===== config.mk =====
export PLATFORM = sky130hd
export DESIGN_NAME = nibble_serial_rx
export DESIGN_NICKNAME = d
export VERILOG_FILES = /design/src/rtl/nibble_serial_rx.sv
export SDC_FILE = /design/constraint.sdc
export NUM_CORES = 1
export LEC_CHECK = 0
export ABC_AREA = 1
export CAP_MARGIN = 40
export CORE_ASPECT_RATIO = 0.7
export CORE_MARGIN = 5
export CORE_UTILIZATION = 30
export CTS_BUF_LIST = sky130_fd_sc_hd__clkbuf_8
export CTS_CLUSTER_SIZE = 24
export DETAILED_ROUTE_END_ITERATION = 10
export PLACE_DENSITY = 0.53
export SYNTH_ARGS = -nofsm -noshare
export SYNTH_HDL_FRONTEND = slang
export SYNTH_SLANG_ARGS = --single-unit

===== constraint.sdc =====
create_clock -name clk -period 1.06 [get_ports clk]
set_input_delay 0.106 -clock clk [delete_from_list [all_inputs] [get_ports clk]]
set_output_delay 0.106 -clock clk [all_outputs]
set_load 0.01 [all_outputs]

===== src/rtl/nibble_serial_rx.sv =====
// Serial deframer: start bit, DATA_W data bits LSB first, even parity, stop bit, all sampled on
// bit_en. Each completed frame is offered as a word plus error flag over a valid/ready handshake.
module nibble_serial_rx #(
   parameter int DATA_W = 4
) (
   input  logic              clk,
   input  logic              rst_n,
   input  logic              bit_en,
   input  logic              rx,
   input  logic              out_ready,
   output logic [DATA_W-1:0] in_data,
   output logic              input_err,
   output logic              in_valid,
   output logic              overrun,
   output logic              busy
);

   localparam int               CNT_W    = (DATA_W > 1) ? $clog2(DATA_W) : 1;
   localparam logic [CNT_W-1:0] LAST_BIT = CNT_W'(DATA_W - 1);

   localparam logic [1:0] S_IDLE   = 2'd0;
   localparam logic [1:0] S_DATA   = 2'd1;
   localparam logic [1:0] S_PARITY = 2'd2;
   localparam logic [1:0] S_STOP   = 2'd3;

   logic [1:0]        state;
   logic [CNT_W-1:0]  cnt;
   logic [DATA_W-1:0] shift_q;
   logic [DATA_W-1:0] shift_next;
   logic              perr_q;
   logic              frame_done;
   logic              out_free;

   // New bits enter at the MSB so the first (LSB) bit ends up in bit 0 after DATA_W shifts.
   generate
      if (DATA_W == 1) begin : g_shift_one
         assign shift_next = rx;
      end else begin : g_shift_many
         assign shift_next = {rx, shift_q[DATA_W-1:1]};
      end
   endgenerate

   assign frame_done = bit_en && (state == S_STOP);
   assign out_free   = !in_valid || out_ready;
   assign busy       = (state != S_IDLE);

   // NOTE: sequential state uses non-blocking assignments so every register samples pre-edge values.
   always_ff @(posedge clk or negedge rst_n) begin
      if (!rst_n) begin
         state   <= S_IDLE;
         cnt     <= '0;
         shift_q <= '0;
         perr_q  <= 1'b0;
      end else if (bit_en) begin
         case (state)
            S_IDLE: begin
               if (!rx) begin
                  state <= S_DATA;
                  cnt   <= '0;
               end
            end
            S_DATA: begin
               shift_q <= shift_next;
               cnt     <= cnt + CNT_W'(1);
               if (cnt == LAST_BIT) state <= S_PARITY;
            end
            S_PARITY: begin
               perr_q <= (^shift_q) ^ rx;
               state  <= S_STOP;
            end
            default: state <= S_IDLE;
         endcase
      end
   end

   always_ff @(posedge clk or negedge rst_n) begin
      if (!rst_n) begin
         in_data   <= '0;
         input_err <= 1'b0;
         in_valid  <= 1'b0;
         overrun   <= 1'b0;
      end else begin
         overrun <= 1'b0;
         if (in_valid && out_ready) in_valid <= 1'b0;
         // NOTE: a frame completing on the consume edge must win, so its update comes last.
         if (frame_done) begin
            if (out_free) begin
               in_data   <= shift_q;
               input_err <= perr_q | !rx;
               in_valid  <= 1'b1;
            end else begin
               overrun <= 1'b1;
            end
         end
      end
   end

endmodule


; ---- Word level (Yosys, flattened, before mapping)
; Index checks and enable logic that the tools add are counted.
[totals]
out_inout_bits = 8
register_bits = 16
in_bits = 5
[op_classes]
reduce_logical = 14
mux = 10
n_eq_ne = 6
bitwise = 2
add_sub_neg = 1
[ops]
columns = op, count
row1 = == test 2 bit (second input constant), 3
row2 = 2-to-1 mux 2 bit, 3
row3 = one-hot mux 2 bit (3 select lines), 1
row4 = AND reduction 2 bit, 3
row5 = AND reduction 3 bit, 2
row6 = 2-to-1 mux 1 bit, 5
row7 = inequality test 2 bit (second input constant), 2
row8 = one-hot mux 2 bit (2 select lines), 1
row9 = nonzero test 2 bit, 2
row10 = XOR reduction 4 bit, 1
row11 = adder 2 x 1 -> 2 bit (second input constant), 1
row12 = == test 2 x 1 -> 1 bit (second input constant), 1
row13 = logical AND 1 bit, 2
row14 = zero test 1 bit, 2
row15 = zero test 2 bit, 1
row16 = logical OR 1 bit, 1
row17 = OR 1 bit, 1
row18 = bitwise XOR 1 bit, 1

; ---- Depth between registers and ports, before layout
; Gate-level depths: netlist of the first run.
[logic_depth]
ltp_word = 4
mapped_depth = 7

; ---- Least setup slack after synthesis of the first run
; No wires, ideal clock.
[synth_path]
path_type = reg2reg
startpoint = register state[0]
endpoint = register cnt[0]
setup_ns = 0.083
t_arrival_ns = 1.046
synth_period_minus_slack_ns = 1.129
required_time_ns = 0.977
slack_ns = -0.069
path_stages_with_launch = 8
path_buffers = 0
path_cell_list = dfrtp_1 -> inv_1 -> ha_1 -> nand2_1 -> nand2_1 -> nor2_1 -> nand3_1 -> o21ai_0
[synth_via]
elab_chain_cells = 3
word_cells_on_any_way = 6
classes_between = eq/ne (2) / mux (1) / reduce/logical (3)
[synth_lines]
columns = element, line
row1 = start: declaration, 26  ; logic [1:0] state;
row2 = start signal: assignment, 50  ; state <= S_IDLE;
row3 = start signal: assignment, 58  ; state <= S_DATA;
row4 = start signal: assignment, 65  ; if (cnt == LAST_BIT) state <= S_PARITY;
row5 = == test 2 x 1 -> 1 bit or zero test 2 bit (tied branches), 55  ; case (state)
row6 = nonzero test 2 bit (no line) or inequality test 2 bit (tied branches), n/a
row7 = AND reduction 3 bit (no line), n/a
row8 = end signal: assignment, 64  ; cnt <= cnt + CNT_W'(1);
row9 = end: declaration, 27  ; logic [CNT_W-1:0] cnt;
; Parallel ways exist; a longest one is shown, timed or not.
; A chain may end at the register's enable or synchronous reset.

; ---- Worst setup path after layout of the first run
[layout_path]
startpoint = register state[0]
endpoint = register state[0]
[layout_via]
elab_chain_cells = 3
word_cells_on_any_way = 7
classes_between = eq/ne (4) / mux (1) / reduce/logical (2)
[layout_lines]
columns = element, line
row1 = == test 2 x 1 -> 1 bit or zero test 2 bit (tied branches), 55
row2 = inequality test 2 bit (no line), n/a
row3 = AND reduction 3 bit (no line), n/a
; Parallel ways exist; a longest one is shown, timed or not.

==> run metrics, run 1 <==
Avg Cell Area, Syn 8.52 um^2; Cell Pwr Density 2700 nW/um^2; port bufs 12; Pre-antenna DRT Iters 4; syn nets 108; overall routing resource usage 10.5%; Clock Latency Late Sink 250 ps; CTS Buffer Depth 2; Via-to-Cell Ratio 4.55; final cycle utilization of the critical path 121%; worst clock skew 2.64 ps; CORE AREA 2530 um^2; r2r worst-path depth 6; routed vias 751; reg-to-reg slack, setup -220 ps; Final setup viols 17; Max VDD drop 0.00108 V; largest net degree at the start of global routing 17; status finished, violations left; Synth Flop Type dfrtp_1; Post-DRT Antenna Nets 0; Yosys reg bits 16; DRC errors left 0; Setup crit start kind register; Hold Slack 171 ps; Worst Setup EP state[0]; CTS tree built; RePlAce Congestion 0.806; Hold-fix buffers, CTS 0; CP max stage cell dfrtp_1; Die Span Y 53.7 um; post-synth design cell area 818 um^2; WL/cell 11.6 um; synth top area cells dfrtp_1 (49%), nand2_1 (15%), ha_1 (11%), inv_1 (5.0%), nand3_1 (4.9%); Post-Syn Instances 96; Slew headroom 84.4%; grt total ovfl 0; die area 3890 um^2; count leader, synth nand2_1; Num CTS Buffers 3; initial DRC count 21; # IOs 13; post-synthesis sequential area ratio 48.9%; Worst-path clk slew 60 ps; critical path class register to register; CP max stage delay 390 ps; Worst path most repeated cell buf_6; commonest cells in the netlist nand2_1 (32), dfrtp_1 (16), inv_1 (11); global-route wire length before repair 3010 um; fin cells 165; Worst Max-Slew Pin Slew 233 ps; max-slew violations 0; fraction of layout instances using a drive strength above 1 44.3%; antenna violations before repair 0; Reg2Reg Launch Point state[0]; P&R area growth vs syn 69.0%; # rows 15; Yosys top cell by area dfrtp_1; crit path from state[0]; RSZ-0062 raised after global routing yes; distinct cell type count after synthesis 16; reg2reg end state[0]; Post-Place Worst Slack -249 ps; Worst Hold Class input port to asynchronous set/reset pin; nets@finish 144; failing checks setup timing; clock sinks 16; Post-synth EDFFs 0; asr flop ratio synth 100%; placed insts 156; Fin. Hold Viols 0; crit end category register; Worst Path Required 1220 ps; PnR worst setup slack -222 ps; DP Wirelength 1270 um; YS warnings 0; Root Buffer Master clkbuf_8; final wirelength 1920 um; Die X-Extent 72.4 um; Initial Utilization 32.3%; CP max FO 4; Max Clk Rate 780 MHz; n_diodes 0; top-area cell type share of the netlist area 48.9%; H-tree Lvls 1; max-cap violations 0; crit path time final 1280 ps; Cell Chain, Critical Path buf_6 > buf_6 > ha_4 > nand2_4 > nand3_4 > o31ai_4; Worst EP arrival 1440 ps; vias in the first global route 650; leak pwr 0.659 nW
[flip-flops by register name, summed over array words and instances (netlist names)]
signal,flops
cnt,2
in_data,4
in_valid,1
input_err,1
overrun,1
perr_q,1
shift_q,4
state,2
[how the worst min path moves through the flow]
stage / startpoint / endpoint / slack, ps / cells past startpoint
2_1_floorplan: rst_n / cnt[0] / -190 / 0
3_3_place_gp: rst_n / cnt[0] / 450 / 2
3_5_place_dp: rst_n / cnt[1] / 450 / 2
4_1_cts: rst_n / state[0] / 180 / 2
5_1_grt: rst_n / state[0] / 190 / 2
6_report: rst_n / state[0] / 170 / 2
[per-layer routing]
layer,track usage [%],share of wire [%],up-vias
met5,0,0,-
met4,1.84,0,0
met1,13.3,47,363
met2,16.2,47,10
met3,5.41,6.5,0
li1,-,-,378
[final cells by class]
class / count / area (um^2)
inverter: 12 / 50.0
tap: 34 / 42.5
timing repair buffer: 31 / 278
multi-input combinational: 68 / 557
clock buffer: 4 / 55.1
fill: 234 / 1150
sequential: 16 / 400
[repair_timing]
item | in CTS | in global routing
endpoints found under the setup margin | 24 | 18
gates resized for setup | 36 | 29
hold endpoints to repair | 0 | 0
setup buffers | 3 | 2
pin swaps | 11 | 5
cloned | 0 | 0
[worst max-delay path, delay by kind of cell (launching register included)]
kind	cells	cell delay, ps
compound gates	1	260
fa+ha+maj	1	160
buf+inv	2	240
flops	1	390
simple gates	2	150
[power by group]
group / internal (mW) / total [mW] / switching [mW]
logic: 1.06 / 2.12 / 1.06
clock network: 0.330 / 0.545 / 0.215
registers: 0.861 / 1.06 / 0.201
[placed cells by master, fill, tap and decap left out, types with 2 or more instances in the layout]
cell / n
buf_6: 7
nand2_4: 2
inv_1: 7
dfrtp_1: 16
nor2_1: 2
nand2_2: 11
o21ai_1: 7
nand3_1: 6
nand2_1: 19
ha_4: 6
o21ai_2: 2
nor2_4: 2
clkdlybuf4s50_1: 4
inv_2: 3
clkbuf_8: 4
dlygate4sd2_1: 5
inv_4: 2
clkdlybuf4s15_1: 2
buf_4: 12
[stage by stage]
step / instance area, um^2 / total power, mW / util, % / TNS (ps)
floorplan: 831 / 1.84 / - / -208
global placement: 1100 / 2.50 / 43.4 / -2410
detailed placement: 1100 / 2.52 / 43.4 / -2510
CTS: 1280 / 3.40 / 50.5 / -2420
global route: 1380 / 3.99 / 54.6 / -3150
finish: 1380 / 3.73 / 54.6 / -2250
[logic make-up after synthesis]
group	count (synthesis)	share of synthesized area, %
adder cells (fa/ha/maj)	7	10.7
AO/OA/AOI/OAI	13	10.1
XOR/XNOR	2	2.14
buffers and inverters	12	5.50
flip-flops	16	48.9
AND/OR/NAND/NOR	46	22.6
No activity file was read; power rests on OpenSTA's default activity.
==> run 2, diff against run 1 <==
CORE_ASPECT_RATIO = not set   (was 0.7)
RECOVER_POWER = 50   (was not set)
==> run 2 against run 1 <==
The run still ends with setup timing left. Clock power barely moved. Worst setup slack improved by 82 ps. Routed wire length fell by 5.9%. Via count fell by 3.9%. First-iteration DRC count rose by 33%. Register-to-register slack improved by 80 ps. Combinational power fell by 9%. Die area fell by 0.43%. Total power fell by 5.7%. Core utilization fell by 5.9 points. Worst hold slack improved by 140 ps. Critical path type unchanged. Largest power group unchanged.
==> run metrics, run 2 (synthesized netlist as in run 1, its figures left out) <==
status finished, violations left; failing checks setup timing; leak pwr 0.648 nW; most common cell after layout, fill and taps aside nand2_1; Hold Slack 314 ps; Post-DRT Antenna Nets 0; crit end category register; final cycle utilization of the critical path 113%; n_diodes 0; die area 3870 um^2; routed vias 722; Cell Chain, Critical Path inv_2 > buf_6 > ha_2 > nor2_4 > nor2_4 > nand3_2 > o21ai_1; cell family with most CP delay flip-flops; Pre-antenna DRT Iters 4; Max Clk Rate 833 MHz; RSZ-0062 raised after global routing yes; max-slew violations 0; CTS tree built; Worst Path Required 1240 ps; CP max stage cell dfrtp_1; max-cap violations 0; Layout fillers 254; vias in the first global route 710; DRC errors left 0; # rows 19; Setup crit start kind register; Reg area 400 um^2; initial DRC count 28; r2r worst-path depth 7; reg-to-reg slack, setup -140 ps; CORE AREA 2690 um^2; Clock Latency Late Sink 250 ps; grt total ovfl 0; Worst Max-Slew Pin Slew 411 ps; CTS Buffer Depth 2; Critical Path Stages 7; Worst EP arrival 1380 ps; setup_tns -1420 ps; clock sinks 16; antenna violations before repair 0; Via-to-Cell Ratio 4.54; Fin. Hold Viols 0; Die X-Extent 62.2 um; WL/cell 11.4 um; # IOs 13; overall routing resource usage 10.1%; crit path time final 1200 ps; DP Wirelength 1240 um; Max VDD drop 0.00171 V; CP max FO 4; P&R area growth vs syn 59.8%; critical path class register to register; CP max stage delay 390 ps; CP bufs+invs 2; H-tree Lvls 1; PnR worst setup slack -140 ps; most frequent cells in the layout nand2_1 (21), dfrtp_1 (16), buf_4 (12); port bufs 12; largest net degree at the start of global routing 17; RePlAce Congestion 0.781; Worst Hold Class input port to asynchronous set/reset pin; final wirelength 1810 um; Num CTS Buffers 3; nets@finish 141; Final setup viols 14; Cell Pwr Density 2690 nW/um^2; footprint of the multi-input gates 522 um^2; fraction of layout instances using a drive strength above 1 40.6%; Worst path most repeated cell nor2_4; Worst-path clk slew 70 ps; worst clock skew 1.24 ps; Die Span Y 62.2 um; global-route wire length before repair 3210 um; Initial Utilization 30.5%; leading registers by flop count in_data x4, shift_q x4; Root Buffer Master clkbuf_8; Slew headroom 72.6%
run 2: cell types whose count changed in the layout (fill, tap and decap cells not counted), moves of 2 or more:
cell and change:
ha_2 +2, buf_6 -3, o21ai_0 +2, nand2_2 -2, ha_4 -2, nand2_1 +2
run 2: metrics by stage:
stage	worst slack [ps]	utilization [%]	power (mW)	std cells	cell area (um^2)
finish	-140	48.7	3.52	159	1310
CTS	-194	44.3	3.12	155	1190
global placement	-201	40.2	2.43	151	1080
detailed placement	-225	40.2	2.48	151	1080
floorplan	-45.3	-	1.84	96	831
global route	-217	48.7	3.83	159	1310
run 2: timing repair:
item,4_1_cts,5_1_grt
endpoints found under the hold margin,0,0
buffers inserted,0,4
gates resized for setup,26,27
pin swaps,6,9
hold buffers,0,0
endpoints found under the setup margin,22,17
run 2: final cells by class:
type	count	area share [%]
inverters	12	3.64
repair buffers	28	18.7
multi-input cells	68	39.9
well taps	31	2.97
flip-flops and latches	16	30.6
clock buffers	4	4.21
run 2: power breakdown:
group | total, mW | switching (mW) | internal, mW
logic | 1.92 | 0.983 | 0.940
registers | 1.05 | 0.185 | 0.861
clock network | 0.547 | 0.217 | 0.330
run 2: final timing paths:
kind	end	start
worst max-delay path	cnt[0]	state[1]
worst min-delay path	shift_q[3]	rst_n
worst max register to register	cnt[0]	state[1]
worst min register to register	perr_q	perr_q
max in group asynchronous	overrun	rst_n
min in group clk	perr_q	perr_q
run 2: metal layers:
| layer | part of all wire [%] | up-vias | GRT usage, % |
|---|---|---|---|
| li1 | - | 370 | - |
| met1 | 46 | 333 | 12.4 |
| met3 | 6.9 | 2 | 4.86 |
| met4 | 0.78 | 0 | 2.44 |
| met2 | 46 | 17 | 15.8 |
| met5 | 0 | - | 0 |
